===== src/rtl/mux_scan_sel.sv =====
// mux_scan_sel: N-channel, W-bit registered multiplexer with two modes.
//   Direct mode (mode=0): clocked data selector, z <= data_in[sel] each
//   cycle while en_n is low.
//   Scan mode (mode=1): a start pulse in IDLE snapshots every channel.
//   The snapshot is then streamed one channel per accepted handshake on
//   z/z_valid/z_ready. done pulses after the last word is accepted.
// Ports:
//   clk, rst      clock and synchronous active-high reset
//   en_n          active-low enable; raising it mid-scan aborts the scan
//   mode, sel     mode select and direct-mode channel select
//   start         begins a scan (sampled in IDLE only)
//   data_in       channel i at bits [i*WIDTH +: WIDTH]
//   z, z_n        registered output and its bitwise complement
//   z_valid       z holds valid data
//   z_ready       downstream accepts z (scan mode only)
//   ch            index of the channel currently on z
//   busy, done    scan in progress / one-cycle completion pulse
module mux_scan_sel #(
  parameter int WIDTH    = 1,
  parameter int CHANNELS = 8
) (
  input  logic                        clk,
  input  logic                        rst,
  input  logic                        en_n,
  input  logic                        mode,
  input  logic [$clog2(CHANNELS)-1:0] sel,
  input  logic                        start,
  input  logic [CHANNELS*WIDTH-1:0]   data_in,
  output logic [WIDTH-1:0]            z,
  output logic [WIDTH-1:0]            z_n,
  output logic                        z_valid,
  input  logic                        z_ready,
  output logic [$clog2(CHANNELS)-1:0] ch,
  output logic                        busy,
  output logic                        done
);

  localparam int SEL_W = $clog2(CHANNELS);
  localparam logic [SEL_W-1:0] CH_LAST = SEL_W'(CHANNELS - 1);

  typedef enum logic {IDLE, SCAN} state_t;

  state_t                      state_q, state_d;
  logic [WIDTH-1:0]            z_q, z_d;
  logic                        z_valid_q, z_valid_d;
  logic [SEL_W-1:0]            ch_q, ch_d;
  logic                        busy_q, busy_d;
  logic                        done_q, done_d;
  logic [CHANNELS*WIDTH-1:0]   snap_q, snap_d;

  // Channel extraction that yields zero for indices past the last channel,
  // so non-power-of-two banks never index outside the vector.
  function automatic logic [WIDTH-1:0] pick(
    input logic [CHANNELS*WIDTH-1:0] vec,
    input logic [SEL_W-1:0]          idx
  );
    logic [WIDTH-1:0] r;
    r = '0;
    for (int i = 0; i < CHANNELS; i++) begin
      if (idx == SEL_W'(i)) r = vec[i*WIDTH +: WIDTH];
    end
    return r;
  endfunction

  always_comb begin
    state_d   = state_q;
    z_d       = z_q;
    z_valid_d = z_valid_q;
    ch_d      = ch_q;
    busy_d    = busy_q;
    done_d    = 1'b0;
    snap_d    = snap_q;
    unique case (state_q)
      IDLE: begin
        busy_d = 1'b0;
        if (en_n) begin
          z_d       = '0;
          z_valid_d = 1'b0;
        end else if (!mode) begin
          z_d       = pick(data_in, sel);
          ch_d      = sel;
          z_valid_d = 1'b1;
        end else if (!start) begin
          z_d       = '0;
          z_valid_d = 1'b0;
        end else begin
          // First word goes out on the same edge that captures the snapshot.
          snap_d    = data_in;
          z_d       = data_in[WIDTH-1:0];
          ch_d      = '0;
          z_valid_d = 1'b1;
          busy_d    = 1'b1;
          state_d   = SCAN;
        end
      end
      SCAN: begin
        if (en_n) begin
          z_d       = '0;
          z_valid_d = 1'b0;
          busy_d    = 1'b0;
          state_d   = IDLE;
        end else if (z_valid_q && z_ready) begin
          if (ch_q != CH_LAST) begin
            ch_d = ch_q + 1'b1;
            z_d  = pick(snap_q, ch_q + 1'b1);
          end else begin
            z_d       = '0;
            z_valid_d = 1'b0;
            busy_d    = 1'b0;
            done_d    = 1'b1;
            state_d   = IDLE;
          end
        end
      end
      default: state_d = IDLE;
    endcase
  end

  always_ff @(posedge clk) begin
    if (rst) begin
      state_q   <= IDLE;
      z_q       <= '0;
      z_valid_q <= 1'b0;
      ch_q      <= '0;
      busy_q    <= 1'b0;
      done_q    <= 1'b0;
    end else begin
      state_q   <= state_d;
      z_q       <= z_d;
      z_valid_q <= z_valid_d;
      ch_q      <= ch_d;
      busy_q    <= busy_d;
      done_q    <= done_d;
    end
  end

  // Snapshot is only meaningful while in SCAN, so it needs no reset.
  always_ff @(posedge clk) begin
    snap_q <= snap_d;
  end

  assign z       = z_q;
  assign z_n     = ~z_q;
  assign z_valid = z_valid_q;
  assign ch      = ch_q;
  assign busy    = busy_q;
  assign done    = done_q;

endmodule


===== config.mk =====
export PLATFORM = sky130hd
export DESIGN_NAME = mux_scan_sel
export DESIGN_NICKNAME = d
export VERILOG_FILES = /design/src/rtl/mux_scan_sel.sv
export SDC_FILE = /design/constraint.sdc
export NUM_CORES = 1
export LEC_CHECK = 0
export CAP_MARGIN = 10
export CORE_AREA = 5 5 78 51
export CTS_CLUSTER_SIZE = 14
export DETAILED_ROUTE_END_ITERATION = 8
export DIE_AREA = 0 0 83 56
export PLACE_DENSITY = 0.52
export SETUP_SLACK_MARGIN = 0.2
export SLEW_MARGIN = 15
export SYNTH_ARGS = -nofsm -noshare
export SYNTH_HDL_FRONTEND = slang
export SYNTH_SLANG_ARGS = --single-unit

===== constraint.sdc =====
create_clock -name clk -period 2.6 [get_ports clk]
set_input_delay 0.52 -clock clk [delete_from_list [all_inputs] [get_ports clk]]
set_output_delay 0.52 -clock clk [all_outputs]
set_load 0.01 [all_outputs]

==> metrics.md <==
| Metric | Value |
|---|---|
| Status | `completed` |
| Post-DR vias/cell | `approximately 4.8` |
| First-pass GRT wire length | `between 3000 and 4000 µm` |
| Vias in the first global route | `about 810` |
| Tot GR Track Use | `a little over a tenth` |
| Hold path depth | `2` |
| Setup Skew | `around 0.0032 ns` |
| WP buf/inv | `1` |
| Initial Utilization | `between 20 and 30%` |
| Die Y-Extent | `~56 µm` |
| Crit path time final | `1.80 ns` |
| #FFs+latches synth | `16` |
| Sequential standard cell area | `approximately 400 µm²` |
| RSZ-0062 raised after global routing | `false` |
| # Post-CTS Setup Buffers | `0` |
| Largest stage delay, worst path | `0.59 ns` |
| Clk sinks | `16` |
| Register area share after synthesis | `43.5%` |
| CTS tree | `done` |
| GR Overflow Total | `0` |
| Critical Path Source Type | `flop` |
| Top Ports | `25` |
| Post-synthesis cell area | `921 µm²` |
| Buffers on Ports | `24` |
| WL/cell | `14.7 µm` |
| Layout cells sized above 1 | `11.9%` |
| Top cells by count, synth | `nor2_1, dfxtp_1, edfxtp_1, a21oi_1, ha_1` |
| Slew Limit Fails | `0` |
| CP Class | `reg2out` |
| Row count | `16` |
| Max cap viols | `0` |
| Via count | `734` |
| Detailed Route WL | `between 2000 and 2500 µm` |
| DR pass1 iterations | `4` |
| Number of synthesized flops with an enable pin | `8` |
| Pleak | `0.000465 µW` |
| Fillers | `339` |
| Yosys top cell area share | `a little over a quarter` |
| Crit Path Max Fanout | `6` |
| CP max-delay cell | `clkdlybuf4s50_1` |
| Synth warn | `0` |
| Busiest grt layer | `met2` |
| Setup TNS | `0 ns` |
| CP cell instances | `clkdlybuf4s50_1` |
| DP Cell Count | `150` |
| Final hold viol count | `0` |
| Hold_buf cts | `0` |
| GR Layer Usage met3 | `4.29%` |
| Count leader, synth | `nor2_1` |
| GPL Wtd Cong | `roughly 0.77` |
| Nets@finish | `between 100 and 150` |
| Post_cts resized | `0` |
| Cell family with most CP delay | `buffers and inverters` |
| M2 GR Usage | `15.5%` |
| Clock Tree Root | `clkbuf_8` |
| Die X | `83 µm` |
| Final ANT Viol Nets | `0` |
| Drc violations | `0` |
| Clock transition at path regs | `0.06 ns` |
| Fmax | `about 560 MHz` |
| Grt met1 use | `14.2%` |
| Final setup violating endpoints | `0` |
| Initial antenna violation count | `0` |
| Crit. End Element | `primary output` |
| Cell count after synthesis | `84` |
| Slew headroom | `68.6%` |
| Fin cells | `~150` |
| Unique masters post-synth | `34` |
| Post-synth top area cell | `edfxtp_1` |
| Iteration-0 DRC Markers | `31` |
| Core Box Area | `3160 µm²` |
| Worst reg2reg path depth | `5` |
| Ant diodes | `0` |
| Total clock buffers created by CTS | `3` |
| Arr. time, crit path | `1.28 ns` |
| Worst ir drop on vdd | `0.178 mV` |
| Clock Path Buffers | `2` |
| Final period utilization | `69.2%` |
| Worst slew pin tran | `0.470 ns` |
| Ys flop type | `edfxtp_1` |
| Top cells by area, synth | `edfxtp_1, dfxtp_1, ha_1` |
| Critical Path RT | `roughly 2.1 ns` |
| Hold WS | `0.505 ns` |
| PD cells | `476 nW/µm²` |
| Post-synth ARST share | `0%` |
| Syn nets | `approximately 110` |
| Clk_lat worst skew | `0.25 ns` |
| Clock H-tree levels | `1` |
| Die area | `roughly 4600 µm²` |
| Crit path depth | `1` |
| Largest net degree at the start of global routing | `12` |
| Worst hold path type | `reg2reg` |
| Footprint of the multi-input gates | `482 µm²` |
| Syn_area_per_cell | `11.0 µm²` |
| Post-DP HPWL | `1810 µm` |
| Layout area overhead | `34.9%` |
## cell families (layout without fill, tap and decap cells)
kind of cell | after synthesis | count (layout) | synth area share, %
muxes | 5 | 5 | 5.57
buffers and inverters | 8 | 33 | 4.21
adders and majority gates | 6 | 6 | 8.15
DFF | 16 | 16 | 43.5
and+or+nand+nor | 29 | 29 | 19.0
AOI/OAI and AO/OA | 20 | 20 | 19.6
## area by class of cell
cell class | count | area share, %
clock buffer | 3 | 3.32
clock inverter | 1 | 0.302
inverter | 5 | 1.51
multi-input combinational | 60 | 38.8
sequential | 16 | 32.2
tap | 45 | 4.53
timing repair buffer | 24 | 19.3
## where the power goes
part / internal [µW] / switching, µW
Sequential: 275 / 10.7
Combinational: 62.5 / 51.9
Clock: 105 / 87.0
Total: 442 / 150
## worst reg2reg max path, delay by kind of cell (launching register included)
| kind | cells | cell delay (ns) |
|---|---|---|
| AO/OA/AOI/OAI | 3 | 0.67 |
| adder cells (fa/ha/maj) | 2 | 0.59 |
| flip-flops | 1 | 0.36 |
## layout by cell type, fill, tap and decap left out, drive strengths merged, types with 2 or more instances in the layout
cell,Yosys,routed
clkdlybuf4s50,0,24
nor2,10,10
dfxtp,8,8
edfxtp,8,8
a21oi,6,6
ha,6,6
inv,5,5
mux2i,4,4
nand2,4,4
nand3b,4,4
a211oi,4,4
clkbuf,1,3
a22oi,3,3
nand2b,2,2
nor4,2,2
## per-stage QoR
stage	setup WS, ns	util [%]	area, µm²	total power (µW)
finish	0.800	39.3	1240	592
global route	0.726	39.3	1240	619
CTS	0.785	39.3	1240	601
detailed placement	0.615	37.9	1200	407
global placement	0.656	37.9	1200	405
floorplan	1.04	-	921	349
## registers in the layout, summed over array words and instances, names as in the netlist
name / count
busy: 1
ch: 3
done: 1
snap_q: 8
state_q: 1
z: 1
z_valid: 1
## worst paths after layout
kind | startpoint | to | slack, ns
worst max-delay path | z_valid | z_valid | 0.80
worst min-delay path | busy | busy | 0.50
worst min register to register | busy | busy | 0.50
worst max register to register | ch[0] | z | 0.84
## metal layers
| metal | share of wire, % | wire length, µm |
|---|---|---|
| met5 | 0 | 0 |
| met4 | 0.75 | 17 |
| met3 | 5.6 | 127 |
| met2 | 43 | 970 |
| met1 | 51 | 1150 |
Power figures use the tool's default switching activity.
